===== src/rtl/wbq_pkg.sv =====
// Shared types for the write-back queue: queue entry layout, register-file constants.
// Latency: n/a (types only); backpressure: n/a.
package wbq_pkg;

    localparam int         REG_COUNT = 16;
    localparam logic [3:0] REG_ZERO  = 4'd0;

    typedef struct packed {
        logic [3:0]  dest;
        logic [31:0] data;
    } wb_entry_t;

    // r0 is hardwired, so it never contributes to the pending mask.
    function automatic logic [REG_COUNT-1:0] dest_onehot(input logic [3:0] d);
        logic [REG_COUNT-1:0] m;
        m = '0;
        if (d != REG_ZERO) m[d] = 1'b1;
        return m;
    endfunction

endpackage


===== src/rtl/wb_write_queue_if.sv =====
// Bundle of result inputs, register-file write port and ID hazard/forward signals.
// Forward ports exist only when WBQ_FWD_EN is defined.
interface wb_write_queue_if;

    logic        alu_valid;
    logic [3:0]  alu_dest;
    logic [31:0] alu_result;
    logic        mem_valid;
    logic [3:0]  mem_dest;
    logic [31:0] mem_rdata;
    logic        in_ready;
    logic        wb_en;
    logic [3:0]  wb_dest;
    logic [31:0] wb_result;
    logic [3:0]  src1;
    logic [3:0]  src2;
    logic        hazard1;
    logic        hazard2;

`ifdef WBQ_FWD_EN
    logic        fwd1_valid;
    logic        fwd2_valid;
    logic [31:0] fwd1_data;
    logic [31:0] fwd2_data;

    modport slave (
        input  alu_valid, alu_dest, alu_result, mem_valid, mem_dest, mem_rdata, src1, src2,
        output in_ready, wb_en, wb_dest, wb_result, hazard1, hazard2,
        output fwd1_valid, fwd2_valid, fwd1_data, fwd2_data
    );
    modport master (
        output alu_valid, alu_dest, alu_result, mem_valid, mem_dest, mem_rdata, src1, src2,
        input  in_ready, wb_en, wb_dest, wb_result, hazard1, hazard2,
        input  fwd1_valid, fwd2_valid, fwd1_data, fwd2_data
    );
`else
    modport slave (
        input  alu_valid, alu_dest, alu_result, mem_valid, mem_dest, mem_rdata, src1, src2,
        output in_ready, wb_en, wb_dest, wb_result, hazard1, hazard2
    );
    modport master (
        output alu_valid, alu_dest, alu_result, mem_valid, mem_dest, mem_rdata, src1, src2,
        input  in_ready, wb_en, wb_dest, wb_result, hazard1, hazard2
    );
`endif

endinterface


===== src/rtl/wbq_youngest_match.sv =====
// Finds the youngest valid queue entry whose dest equals src (built only with WBQ_FWD_EN).
// Purely combinational; no backpressure.
`ifdef WBQ_FWD_EN
module wbq_youngest_match
    import wbq_pkg::*;
#(
    parameter int DEPTH = 4
) (
    input  wb_entry_t [DEPTH-1:0]         entries,
    input  logic [DEPTH-1:0]              entry_vld,
    input  logic [$clog2(DEPTH)-1:0]      head,
    input  logic [3:0]                    src,
    output logic                          match,
    output logic [31:0]                   data
);

    localparam int PW = $clog2(DEPTH);

    // Walk oldest to youngest so the last hit left standing is the youngest.
    always_comb begin
        match = 1'b0;
        data  = '0;
        for (int k = 0; k < DEPTH; k++) begin
            if (entry_vld[head + PW'(k)] && (entries[head + PW'(k)].dest == src) &&
                (src != REG_ZERO)) begin
                match = 1'b1;
                data  = entries[head + PW'(k)].data;
            end
        end
    end

endmodule
`endif


===== src/rtl/wb_write_queue.sv =====
// Orders ALU and load results into one register-file write per cycle (1-cycle latency when empty),
// throttling both sources via in_ready; exports pending-dest hazards (+ forwarding under WBQ_FWD_EN).
module wb_write_queue
    import wbq_pkg::*;
#(
    parameter int DEPTH = 4
) (
    input logic           clk,
    input logic           rst,
    wb_write_queue_if.slave bus
);

    localparam int             PW        = $clog2(DEPTH);
    localparam int             CW        = PW + 1;
    localparam logic [CW-1:0]  READY_MAX = CW'(DEPTH - 2);

    wb_entry_t [DEPTH-1:0]  entries;
    logic [DEPTH-1:0]       entry_vld;
    logic [PW-1:0]          head;
    logic [PW-1:0]          tail;
    logic [PW-1:0]          alu_slot;
    logic [CW-1:0]          count;
    logic                   mem_acc;
    logic                   alu_acc;
    logic                   pop;
    logic                   wb_en_q;
    logic [3:0]             wb_dest_q;
    logic [31:0]            wb_result_q;
    logic [REG_COUNT-1:0]   pend_mask;

    // Two free slots are guaranteed whenever in_ready is high, so both sources can land together.
    assign bus.in_ready = (count <= READY_MAX);
    assign mem_acc      = bus.mem_valid && bus.in_ready && (bus.mem_dest != REG_ZERO);
    assign alu_acc      = bus.alu_valid && bus.in_ready && (bus.alu_dest != REG_ZERO);
    assign pop          = (count != '0);
    assign alu_slot     = mem_acc ? (tail + PW'(1)) : tail;

    always_ff @(posedge clk or posedge rst) begin
        if (rst) begin
            head        <= '0;
            tail        <= '0;
            count       <= '0;
            wb_en_q     <= 1'b0;
            wb_dest_q   <= REG_ZERO;
            wb_result_q <= '0;
        end else begin
            tail  <= tail + PW'(mem_acc) + PW'(alu_acc);
            count <= count + CW'(mem_acc) + CW'(alu_acc) - CW'(pop);
            if (pop) begin
                head        <= head + PW'(1);
                wb_en_q     <= 1'b1;
                wb_dest_q   <= entries[head].dest;
                wb_result_q <= entries[head].data;
            end else begin
                wb_en_q     <= 1'b0;
            end
        end
    end

    // Load data is older in program order than a same-cycle ALU result.
    always_ff @(posedge clk) begin
        if (mem_acc) entries[tail]     <= '{dest: bus.mem_dest, data: bus.mem_rdata};
        if (alu_acc) entries[alu_slot] <= '{dest: bus.alu_dest, data: bus.alu_result};
    end

    always_comb begin
        entry_vld = '0;
        for (int k = 0; k < DEPTH; k++) begin
            if (CW'(k) < count) entry_vld[head + PW'(k)] = 1'b1;
        end
    end

    always_comb begin
        pend_mask = '0;
        for (int i = 0; i < DEPTH; i++) begin
            if (entry_vld[i]) pend_mask = pend_mask | dest_onehot(entries[i].dest);
        end
        if (wb_en_q) pend_mask = pend_mask | dest_onehot(wb_dest_q);
    end

    assign bus.wb_en     = wb_en_q;
    assign bus.wb_dest   = wb_dest_q;
    assign bus.wb_result = wb_result_q;
    assign bus.hazard1   = pend_mask[bus.src1];
    assign bus.hazard2   = pend_mask[bus.src2];

`ifdef WBQ_FWD_EN
    logic        q_match1;
    logic        q_match2;
    logic [31:0] q_data1;
    logic [31:0] q_data2;

    wbq_youngest_match #(.DEPTH(DEPTH)) u_match1 (
        .entries   (entries),
        .entry_vld (entry_vld),
        .head      (head),
        .src       (bus.src1),
        .match     (q_match1),
        .data      (q_data1)
    );

    wbq_youngest_match #(.DEPTH(DEPTH)) u_match2 (
        .entries   (entries),
        .entry_vld (entry_vld),
        .head      (head),
        .src       (bus.src2),
        .match     (q_match2),
        .data      (q_data2)
    );

    // Queued entries are younger than the one sitting in the write register.
    assign bus.fwd1_valid = pend_mask[bus.src1];
    assign bus.fwd2_valid = pend_mask[bus.src2];
    assign bus.fwd1_data  = q_match1 ? q_data1 : wb_result_q;
    assign bus.fwd2_data  = q_match2 ? q_data2 : wb_result_q;
`endif

    a_no_offer_when_full: assert property (
        @(posedge clk) disable iff (rst) (bus.alu_valid || bus.mem_valid) |-> bus.in_ready
    );

endmodule


===== src/flat_wrapper.sv =====
// flat-port wrapper written by rule: the top's interface ports become plain ports
module wb_write_queue_flat import wbq_pkg::*;
#(
    parameter int DEPTH = 4
)
  (clk, rst, bus_alu_valid, bus_alu_dest, bus_alu_result, bus_mem_valid, bus_mem_dest, bus_mem_rdata, bus_src1, bus_src2, bus_in_ready, bus_wb_en, bus_wb_dest, bus_wb_result, bus_hazard1, bus_hazard2);
  wb_write_queue_if bus_i ();
  input logic clk;
  input logic rst;
  input wire logic [$bits(bus_i.alu_valid)-1:0] bus_alu_valid;
  input wire logic [$bits(bus_i.alu_dest)-1:0] bus_alu_dest;
  input wire logic [$bits(bus_i.alu_result)-1:0] bus_alu_result;
  input wire logic [$bits(bus_i.mem_valid)-1:0] bus_mem_valid;
  input wire logic [$bits(bus_i.mem_dest)-1:0] bus_mem_dest;
  input wire logic [$bits(bus_i.mem_rdata)-1:0] bus_mem_rdata;
  input wire logic [$bits(bus_i.src1)-1:0] bus_src1;
  input wire logic [$bits(bus_i.src2)-1:0] bus_src2;
  output wire logic [$bits(bus_i.in_ready)-1:0] bus_in_ready;
  output wire logic [$bits(bus_i.wb_en)-1:0] bus_wb_en;
  output wire logic [$bits(bus_i.wb_dest)-1:0] bus_wb_dest;
  output wire logic [$bits(bus_i.wb_result)-1:0] bus_wb_result;
  output wire logic [$bits(bus_i.hazard1)-1:0] bus_hazard1;
  output wire logic [$bits(bus_i.hazard2)-1:0] bus_hazard2;
  assign bus_i.alu_valid = bus_alu_valid;
  assign bus_i.alu_dest = bus_alu_dest;
  assign bus_i.alu_result = bus_alu_result;
  assign bus_i.mem_valid = bus_mem_valid;
  assign bus_i.mem_dest = bus_mem_dest;
  assign bus_i.mem_rdata = bus_mem_rdata;
  assign bus_i.src1 = bus_src1;
  assign bus_i.src2 = bus_src2;
  assign bus_in_ready = bus_i.in_ready;
  assign bus_wb_en = bus_i.wb_en;
  assign bus_wb_dest = bus_i.wb_dest;
  assign bus_wb_result = bus_i.wb_result;
  assign bus_hazard1 = bus_i.hazard1;
  assign bus_hazard2 = bus_i.hazard2;
  wb_write_queue #(.DEPTH(DEPTH)) u_core (.clk(clk), .rst(rst), .bus(bus_i));
endmodule

===== config.mk =====
export PLATFORM = sky130hd
export DESIGN_NAME = wb_write_queue_flat
export DESIGN_NICKNAME = d
export VERILOG_FILES = /design/src/rtl/wbq_pkg.sv /design/src/rtl/wb_write_queue_if.sv /design/src/rtl/wbq_youngest_match.sv /design/src/rtl/wb_write_queue.sv /design/src/flat_wrapper.sv
export SDC_FILE = /design/constraint.sdc
export NUM_CORES = 1
export LEC_CHECK = 0
export CAP_MARGIN = 25
export CORE_MARGIN = 2
export CORE_UTILIZATION = 45
export CTS_CLUSTER_DIAMETER = 30
export DETAILED_ROUTE_END_ITERATION = 8
export PLACE_DENSITY = 0.67
export SLEW_MARGIN = 30
export SYNTH_ARGS = -nofsm -noshare
export SYNTH_HDL_FRONTEND = slang
export SYNTH_SLANG_ARGS = --single-unit

===== constraint.sdc =====
create_clock -name clk -period 4 [get_ports clk]
set_input_delay 0.4 -clock clk [delete_from_list [all_inputs] [get_ports clk]]
set_output_delay 0.4 -clock clk [all_outputs]
set_load 0.02 [all_outputs]

Word-level counts from Yosys, hierarchy flattened
Index checks and enable logic that the tools add are counted.
{"block": "totals", "register_bits": 188, "inputBits": 84, "out_inout_bits": 40, "wordCells": 134}
{"block": "op_classes", "add_sub_neg": 9, "n_lt_le_gt_ge": 29, "n_mux": 52, "n_bitwise": 7, "n_reduce_logical": 23}
{"operator": "bitwise mux 144 bit", "n": 2}
{"operator": "2-to-1 mux 144 bit", "n": 2}
{"operator": "2-to-1 mux 16 bit", "n": 14}
{"operator": "demux 36 bit (select 2 bit)", "n": 2}
{"operator": "2-to-1 mux 36 bit", "n": 3}
{"operator": "binary-select mux 36 bit (select 2 bit)", "n": 1}
{"operator": "OR 16 bit", "n": 4}
{"operator": "< comparator 4 x 5 -> 1 bit (second input constant)", "n": 7}
{"operator": "nonzero test 4 bit", "n": 7}
{"operator": "demux 1 bit (select 4 bit)", "n": 5}
{"operator": "greater-or-equal comparator 4 x 1 -> 1 bit (second input constant)", "n": 5}
{"operator": "< comparator 2 x 3 -> 1 bit (second input constant)", "n": 6}
{"operator": "2-to-1 mux 4 bit", "n": 4}
{"operator": "logical AND 1 bit", "n": 15}
{"operator": "greater-or-equal comparator 2 x 1 -> 1 bit (second input constant)", "n": 6}
{"operator": "2-to-1 mux 1 bit", "n": 12}
{"operator": "OR 4 bit", "n": 3}
{"operator": "binary-select mux 1 bit (select 4 bit)", "n": 2}
{"operator": "demux 1 bit (select 2 bit)", "n": 4}
{"operator": "adder 3 x 1 -> 3 bit", "n": 2}
{"operator": "< comparator 1 x 3 -> 1 bit (first input constant)", "n": 2}
{"operator": "< comparator 2 x 3 -> 1 bit (first input constant)", "n": 2}
{"operator": "adder 2 x 1 -> 2 bit", "n": 2}
{"operator": "adder 2 x 1 -> 2 bit (second input constant)", "n": 2}
{"operator": "other kinds (5)", "n": 6}

Longest topological paths before layout
Gate-level depths: netlist of the first run.
{"block": "logic_depth", "ltp_word": 22, "ltp_mapped": 12, "mapped_depth_nobuf": 11}

Worst setup path before layout of the first run
OpenSTA, ideal clock, no wires.
{"block": "synth_timing", "path_type": "flip-flop to output port", "start": "reg u_core.head[0]", "end": "out bus_hazard1", "t_arrival_ps": 3237, "setup_slack_ps": 363, "path_stages_with_launch": 13, "n_path_buf": 2, "cell_sequence": "dfrtp_1 > clkbuf_1 > buf_2 > inv_1 > ha_1 > nor2b_1 > a221o_1 > o211ai_2 > o32ai_1 > o41ai_1 > o32ai_1 > o221ai_1 > o311ai_1"}
{"block": "synth_between", "elab_chain_cells": 22}
{"item": "from (decl)", "line": "wb_write_queue.sv:19", "source": "logic [PW-1:0] head;"}
{"item": "from (signal assigned)", "line": "wb_write_queue.sv:50", "source": "head <= head + PW'(1);"}
{"item": "adder 2 x 1 -> 2 bit (tied with other cells)", "line": "wb_write_queue.sv:69", "source": "if (CW'(k) < count) entry_vld[head + PW'(k)] = 1'b1;"}
{"item": "< comparator 2 x 3 -> 1 bit (not written as such) (tied with other cells)", "line": "wb_write_queue.sv:69"}
{"item": "logical AND 1 bit (not written as such) / 2-to-1 mux 1 bit (equally long branches)", "line": "wb_write_queue.sv:69"}
{"item": "2-to-1 mux 1 bit (not written as such) / demux 1 bit (select 2 bit) (equally long branches)"}
{"item": "demux 1 bit (select 2 bit) / 2-to-1 mux 4 bit (equally long branches)"}
{"item": "OR 4 bit (no line)"}
{"item": "2-to-1 mux 4 bit", "line": "wb_write_queue.sv:69"}
{"item": "OR 4 bit (no line)"}
{"item": "[6 not listed]"}
{"item": "OR 16 bit", "line": "wb_write_queue.sv:76", "source": "if (entry_vld[i]) pend_mask = pend_mask | dest_onehot(entries[i].dest);"}
{"item": "2-to-1 mux 16 bit", "line": "wb_write_queue.sv:76"}
{"item": "OR 16 bit", "line": "wb_write_queue.sv:76"}
{"item": "2-to-1 mux 16 bit *", "line": "wb_write_queue.sv:76"}
{"item": "OR 16 bit", "line": "wb_write_queue.sv:78", "source": "if (wb_en_q) pend_mask = pend_mask | dest_onehot(wb_dest_q);"}
{"item": "2-to-1 mux 16 bit *", "line": "wb_write_queue.sv:78"}
{"item": "binary-select mux 1 bit (select 4 bit) *", "line": "wb_write_queue.sv:84", "source": "assign bus.hazard1 = pend_mask[bus.src1];"}
{"item": "2-to-1 mux 1 bit (not written as such) *", "line": "wb_write_queue.sv:84"}
{"item": "to (decl)", "line": "flat_wrapper.sv:22", "source": "output wire logic [$bits(bus_i.hazard1)-1:0] bus_hazard1;"}
Every way passes the cells marked *; elsewhere a longest branch is shown, timed or not. The select of a mux whose other input is x is not followed.

Worst setup path in the final report of the first run
{"block": "layout_timing", "start": "reg u_core.head[1]", "end": "out bus_hazard1"}
Same word-level chain as after synthesis.

==> results.py, run 1 <==
metrics = {
    "sta": {
        "whs_ps": 405,
        "skew_ps": 9.16,
        "min_period_ps": 3810,
        "finalHoldViolCount": 0,
        "maxSlewViolCount": 0,
        "rsz0062_at_grt": "false",
        "slew-limit-headroom": 0.464,
        "timing.fmax_mhz": 263,
        "max_slew.worst_pin.slew_ps": 804,
        "setup_tns_ps": 0,
        "period_share": 0.952,
        "setup_viol": 0,
    },
    "logic_synthesis": {
        "synth-edff-count": 0,
        "syn-num-nets": 1100,
        "yosys_warnings": 0,
        "ys.flop_type": "dfxtp_1",
        "synth.distinct_cells": 60,
        "syn_avg_cell_area_sq_um": 9.86,
        "synth-seq-cells": 188,
        "synthCells": 1000,
        "synth-seq-area-share": 0.404,
        "synth-async-reset-ratio": 0.234,
        "syn_area_sq_um": 9860,
    },
    "worst_hold_path": {
        "hp-class": "input pin to async pin",
    },
    "worst_setup_path": {
        "required_ps": 3600,
        "ff2ff_setup_slack_ps": 750,
        "r2r_cells": 10,
        "crit_path_end_kind": "output pin",
        "worstPathArrival_ps": 3410,
        "r2r-end": "u_core.count[2]$_DFF_PP0_",
        "crit_path_end": "bus_hazard1",
        "critical_path.max_fanout": 17,
        "critical_path_class": "flip-flop to output pin",
        "critPathLaunch": "u_core.head[1]$_DFFE_PP0N_",
        "r2r_start": "u_core.count[2]$_DFF_PP0_",
        "crit_path_start_kind": "flip-flop",
    },
    "flow_run": {
        "maxCapViolations": 0,
    },
    "cts": {
        "clk_pin_slew_ps": 70,
        "cts-root-buf": "clkbuf_16",
        "tritoncts": "built",
        "htree_num_levels": 4,
        "clkLatencyLatePin_ps": 430,
        "cts.sinks": 188,
        "hold_buffers": 0,
        "numCtsBuffers": 17,
        "clockBufferDepth": 2,
    },
    "grt": {
        "antenna_found_initial": 2,
        "grt_usage": 0.230,
        "grt_max_degree": 45,
        "grt_pass1_vias": 7923,
        "use_met2": 0.388,
        "grt_pass1_wl_microns": 43000,
        "grt.overflow.total": 0,
        "gr-usage-met1": 0.296,
        "top_usage_layer": "met2",
        "grtUsageMet3": 0.0488,
    },
    "drt": {
        "ant_nets": 0,
        "num_vias": 7862,
        "remaining_drc_errors": 0,
        "vias_per_cell": 5.66,
        "firstDrtPassIters": 4,
        "wl_per_cell_microns": 18.8,
        "first_iter_violations": 379,
        "totalWireLength_microns": 26100,
    },
    "floorplan": {
        "dieHeight_microns": 152,
        "std_cell_rows": 54,
        "ioPinCount": 124,
        "initial_core_util": 0.455,
        "core_area_sq_um": 21700,
        "dieWidth_microns": 152,
        "dieArea_sq_um": 23100,
    },
    "cells_and_area": {
        "final_util": 0.552,
        "layout_commonest_cell": "mux2i_1",
        "area_growth_pct": 21.4,
        "num-fill-cells": 1938,
        "antenna_cells_inserted": 0,
        "final_cells": 1389,
        "drive_gt1_frac": 0.136,
        "final_cell_mix": "147 x mux2i_1, 144 x dfxtp_1, 121 x clkdlybuf4s50_1",
        "multi_input_area_sq_um": 5570,
        "seq_area_sq_um": 3990,
        "nets": 1196,
    },
    "power": {
        "ir_drop_uv": 451,
        "p_leak_nw": 5.43,
        "finalPower_w": 0.0105,
        "pwr_density_cell_nw_per_um2": 874,
    },
    "status": {
        "status": "finished, final reports clean",
    },
    "placement": {
        "dp_cells": 1357,
        "port_buffers": 123,
        "place_hpwl_microns": 17300,
        "gp_congestion": 1.00,
    },
}
[registers in the layout, summed over array words and instances, names as in the netlist]
| signal | flops |
|---|---|
| u_core.bus.wb_en | 1 |
| u_core.bus.wb_dest | 4 |
| u_core.count | 3 |
| u_core.head | 2 |
| u_core.tail | 2 |
| u_core.bus.wb_result | 32 |
| u_core.entries | 144 |
[power by group]
| group | switching, W | total (W) | internal, W |
|---|---|---|---|
| Clock | 0.000771 | 0.00159 | 0.000816 |
| Combinational | 0.00262 | 0.00525 | 0.00263 |
| Sequential | 0.000704 | 0.00363 | 0.00292 |
[kinds of logic after synthesis]
family / Yosys count / synth area share
multiplexers: 222 / 0.276
flip-flops: 188 / 0.404
AO/OA/AOI/OAI: 223 / 0.134
AND/OR/NAND/NOR: 265 / 0.123
buffers and inverters: 83 / 0.0374
XOR/XNOR: 3 / 0.00267
adder cells (fa/ha/maj): 16 / 0.0226
[repair_timing]
item,in CTS,in global routing
gates resized for setup,10,2
hold endpoints to repair,0,0
buffers inserted,0,0
setup endpoints to repair,2,1
pin swaps,1,0
[cells in the mapped netlist (3+ instances only)]
cell type  count  area [sq um]
buf_2         34           170
o22ai_1        9          56.3
buf_1          5          18.8
and3_1         4          25.0
mux2i_1      147          1470
nor3_1        19          95.1
nor3b_1        4          30.0
dfxtp_1      144          2880
nand2_4        4          45.0
clkbuf_1      16          60.1
o31ai_1        3          22.5
or2_2          4          25.0
o32a_1         3          30.0
o21ai_2        3          26.3
clkbuf_2       6          30.0
o21ai_0       84           420
o22a_1         3          26.3
nand2_1       86           323
nand3_1       16          80.1
o32ai_1        6          52.6
inv_1         20          75.1
o211ai_1       9          67.6
nor2_1        91           342
nor2b_1        9          56.3
xnor2_1        3          26.3
a22oi_1        3          22.5
mux4_2        36           811
o221ai_1       3          26.3
a21oi_1       75           375
fa_1           3          60.1
ha_1          13           163
nand2b_1      14          87.6
mux2_2        39           439
o41ai_1        3          26.3
dfrtp_1       44          1100
[per-layer routing]
metal | up-vias | part of all wire
met5 | - | 0.00050
met4 | 2 | 0.020
met3 | 42 | 0.058
met2 | 239 | 0.48
met1 | 3751 | 0.44
li1 | 3828 | -
[worst max-delay path, stage by stage, from the launching register on]
cell and delay, ps:
dfrtp_2 400, buf_4 220, ha_1 250, nor2b_1 150, a221o_1 350, o211ai_2 270, o32ai_1 170, o41ai_1 380
o32ai_1 160, o221ai_1 190, o311ai_1 120, dlygate4sd2_1 330
[how the worst min path moves through the flow]
stage / startpoint / end / slack, ps / cells after the start
after floorplan: u_core.entries[100]$_DFF_P_ / u_core.entries[100]$_DFF_P_ / 500 / 2
after global placement: u_core.bus.wb_result[8]$_DFFE_PP0N_ / u_core.bus.wb_result[8]$_DFFE_PP0N_ / 490 / 1
after detailed placement: u_core.bus.wb_result[8]$_DFFE_PP0N_ / u_core.bus.wb_result[8]$_DFFE_PP0N_ / 490 / 1
after CTS: rst / u_core.bus.wb_result[28]$_DFFE_PP0N_ / 430 / 2
after global routing: rst / u_core.bus.wb_result[28]$_DFFE_PP0N_ / 450 / 2
final: rst / u_core.bus.wb_result[28]$_DFFE_PP0N_ / 410 / 2
[per-stage QoR]
stage,instance area (sq um),worst slack (ps)
3_3_place_gp,11400,406
4_1_cts,12000,210
2_1_floorplan,9860,363
5_1_grt,12000,2.03
6_report,12000,192
3_5_place_dp,11400,382
[area by class of cell]
| cell class | instances | area share |
|---|---|---|
| well taps | 280 | 0.0293 |
| clock inverters | 15 | 0.0111 |
| flip-flops and latches | 188 | 0.333 |
| repair buffers | 139 | 0.119 |
| clock buffers | 17 | 0.0355 |
| multi-input cells | 729 | 0.465 |
| inverters | 21 | 0.00659 |
Power figures use the tool's default switching activity.
==> run 2: changes to the inputs <==
==> constraint.sdc (replaced) <==
create_clock -name clk -period 4.9 [get_ports clk]
set_input_delay 0.49 -clock clk [delete_from_list [all_inputs] [get_ports clk]]
set_output_delay 0.49 -clock clk [all_outputs]
set_load 0.02 [all_outputs]
==> results.py, run 2 (same netlist as run 1, synthesis figures left out) <==
metrics = {
    "worst_hold_path": {
        "holdPathStages": 1,
        "hp-class": "flip-flop to flip-flop",
        "hold_end": "u_core.bus.wb_result[8]$_DFFE_PP0N_",
        "hp-start": "u_core.bus.wb_result[8]$_DFFE_PP0N_",
    },
    "floorplan": {
        "std_cell_rows": 54,
        "dieArea_sq_um": 23100,
        "ioPinCount": 124,
        "dieHeight_microns": 152,
        "dieWidth_microns": 152,
        "initial_core_util": 0.455,
        "core_area_sq_um": 21700,
    },
    "cts": {
        "clockBufferDepth": 2,
        "ctsResizeCount": 0,
        "clk_pin_slew_ps": 70,
        "clkLatencyLatePin_ps": 430,
        "cts.sinks": 188,
        "hold_buffers": 0,
        "cts_setup_buffers": 0,
        "cts-root-buf": "clkbuf_16",
        "htree_num_levels": 4,
        "numCtsBuffers": 17,
        "tritoncts": "built",
    },
    "drt": {
        "num_vias": 7849,
        "remaining_drc_errors": 0,
        "totalWireLength_microns": 25700,
        "first_iter_violations": 486,
        "ant_nets": 0,
        "firstDrtPassIters": 7,
        "vias_per_cell": 5.68,
        "wl_per_cell_microns": 18.5,
    },
    "power": {
        "ir_drop_uv": 315,
        "pwr_density_cell_nw_per_um2": 718,
        "p_leak_nw": 5.37,
        "finalPower_w": 0.00850,
    },
    "placement": {
        "place_hpwl_microns": 16500,
        "port_buffers": 123,
        "gp_congestion": 0.943,
    },
    "sta": {
        "setup_tns_ps": 0,
        "period_share": 0.879,
        "setup_viol": 0,
        "rsz0062_at_grt": "false",
        "timing.fmax_mhz": 232,
        "maxSlewViolCount": 0,
        "max_slew.worst_pin.slew_ps": 814,
        "min_period_ps": 4310,
        "slew-limit-headroom": 0.457,
        "skew_ps": 8.80,
        "finalHoldViolCount": 0,
    },
    "worst_setup_path": {
        "required_ps": 4410,
        "r2r-end": "u_core.count[2]$_DFF_PP0_",
        "crit_path_start_kind": "flip-flop",
        "crit_path_end_kind": "output pin",
        "worstPathArrival_ps": 3820,
        "critical_path.max_fanout": 6,
        "critical_path_class": "flip-flop to output pin",
        "ff2ff_setup_slack_ps": 1570,
        "r2r_cells": 10,
        "r2r_start": "u_core.count[2]$_DFF_PP0_",
    },
    "cells_and_area": {
        "multi_input_area_sq_um": 5540,
        "largest_reg_flops": 144,
        "num-fill-cells": 1929,
        "final_cell_mix": "147 x mux2i_1, 144 x dfxtp_1, 123 x clkdlybuf4s50_1",
        "seq_area_sq_um": 3990,
        "regMostFlops": "u_core.entries",
        "drive_gt1_frac": 0.125,
        "layout_commonest_cell": "mux2i_1",
        "area_growth_pct": 20.2,
        "nets": 1190,
    },
    "grt": {
        "grt_max_degree": 71,
        "grt_pass1_wl_microns": 41900,
        "grt_pass1_vias": 7748,
        "grt_usage": 0.225,
        "grt.overflow.total": 0,
        "antenna_found_initial": 1,
    },
    "flow_run": {
        "maxCapViolations": 0,
    },
    "status": {
        "status": "finished, final reports clean",
    },
}
-- run 2: area by class of cell --
type | instances | area share
clock inverters | 12 | 0.00972
inverters | 21 | 0.00665
flip-flops and latches | 188 | 0.337
clock buffers | 19 | 0.0382
repair buffers | 133 | 0.111
diodes | 1 | 0.000211
well taps | 280 | 0.0296
multi-input cells | 729 | 0.468
-- run 2: worst max-delay path by stage --
stage / startpoint / slack (ps) / cells past startpoint / endpoint
CTS: u_core.count[2]$_DFF_PP0_ / 640 / 11 / bus_hazard2
floorplan: u_core.head[0]$_DFFE_PP0N_ / 1170 / 12 / bus_hazard1
global placement: u_core.count[2]$_DFF_PP0_ / 1200 / 11 / bus_hazard2
finish: u_core.count[2]$_DFF_PP0_ / 590 / 11 / bus_hazard2
detailed placement: u_core.count[2]$_DFF_PP0_ / 1120 / 11 / bus_hazard2
global route: u_core.count[2]$_DFF_PP0_ / 310 / 11 / bus_hazard2
-- run 2: critical path, stage by stage (launching register included) --
cell             delay, ps
dfrtp_1                460
inv_1                  120
ha_1                   200
nor2b_1                170
nor3b_1                530
nor2_1                 200
o31ai_1                370
a211o_1                180
nor2_1                  50
o32a_1                 350
o311ai_1               100
clkdlybuf4s50_1        660
-- run 2: metrics by stage --
stage | hold WS [ps] | util | setup WS (ps) | cell area (sq um) | instances
CTS | 508 | 0.546 | 645 | 11800 | 1382
detailed placement | 492 | 0.520 | 1120 | 11300 | 1351
floorplan | 498 | - | 1170 | 9860 | 1000
finish | 504 | 0.546 | 591 | 11800 | 1383
global placement | 487 | 0.520 | 1200 | 11300 | 1351
global route | 527 | 0.546 | 305 | 11800 | 1382
-- run 2: power by group --
part	leakage (nW)	internal (W)	switching, W
combinational	3.36	0.00210	0.00209
sequential	1.73	0.00239	0.000595
clock	0.271	0.000731	0.000597
total	5.37	0.00522	0.00328
-- run 2: layer usage --
metal	share of wire	GRT usage	wire length, microns	up-vias
met5	0	0	0	-
met4	0.022	0.0743	563	0
met3	0.054	0.0454	1400	36
met2	0.47	0.376	12200	229
met1	0.45	0.292	11500	3778
li1	-	-	-	3806
==> run 3: changes to the inputs <==
--- a/config.mk
+++ b/config.mk
@@ -11,7 +11,7 @@
 export CTS_CLUSTER_DIAMETER = 30
 export DETAILED_ROUTE_END_ITERATION = 8
 export PLACE_DENSITY = 0.67
-export SLEW_MARGIN = 30
+export SETUP_SLACK_MARGIN = 0.15
 export SYNTH_ARGS = -nofsm -noshare
 export SYNTH_HDL_FRONTEND = slang
 export SYNTH_SLANG_ARGS = --single-unit
==> results of run 3 <==
Same layout as run 2: the final DEF is identical, and so are final timing and power.
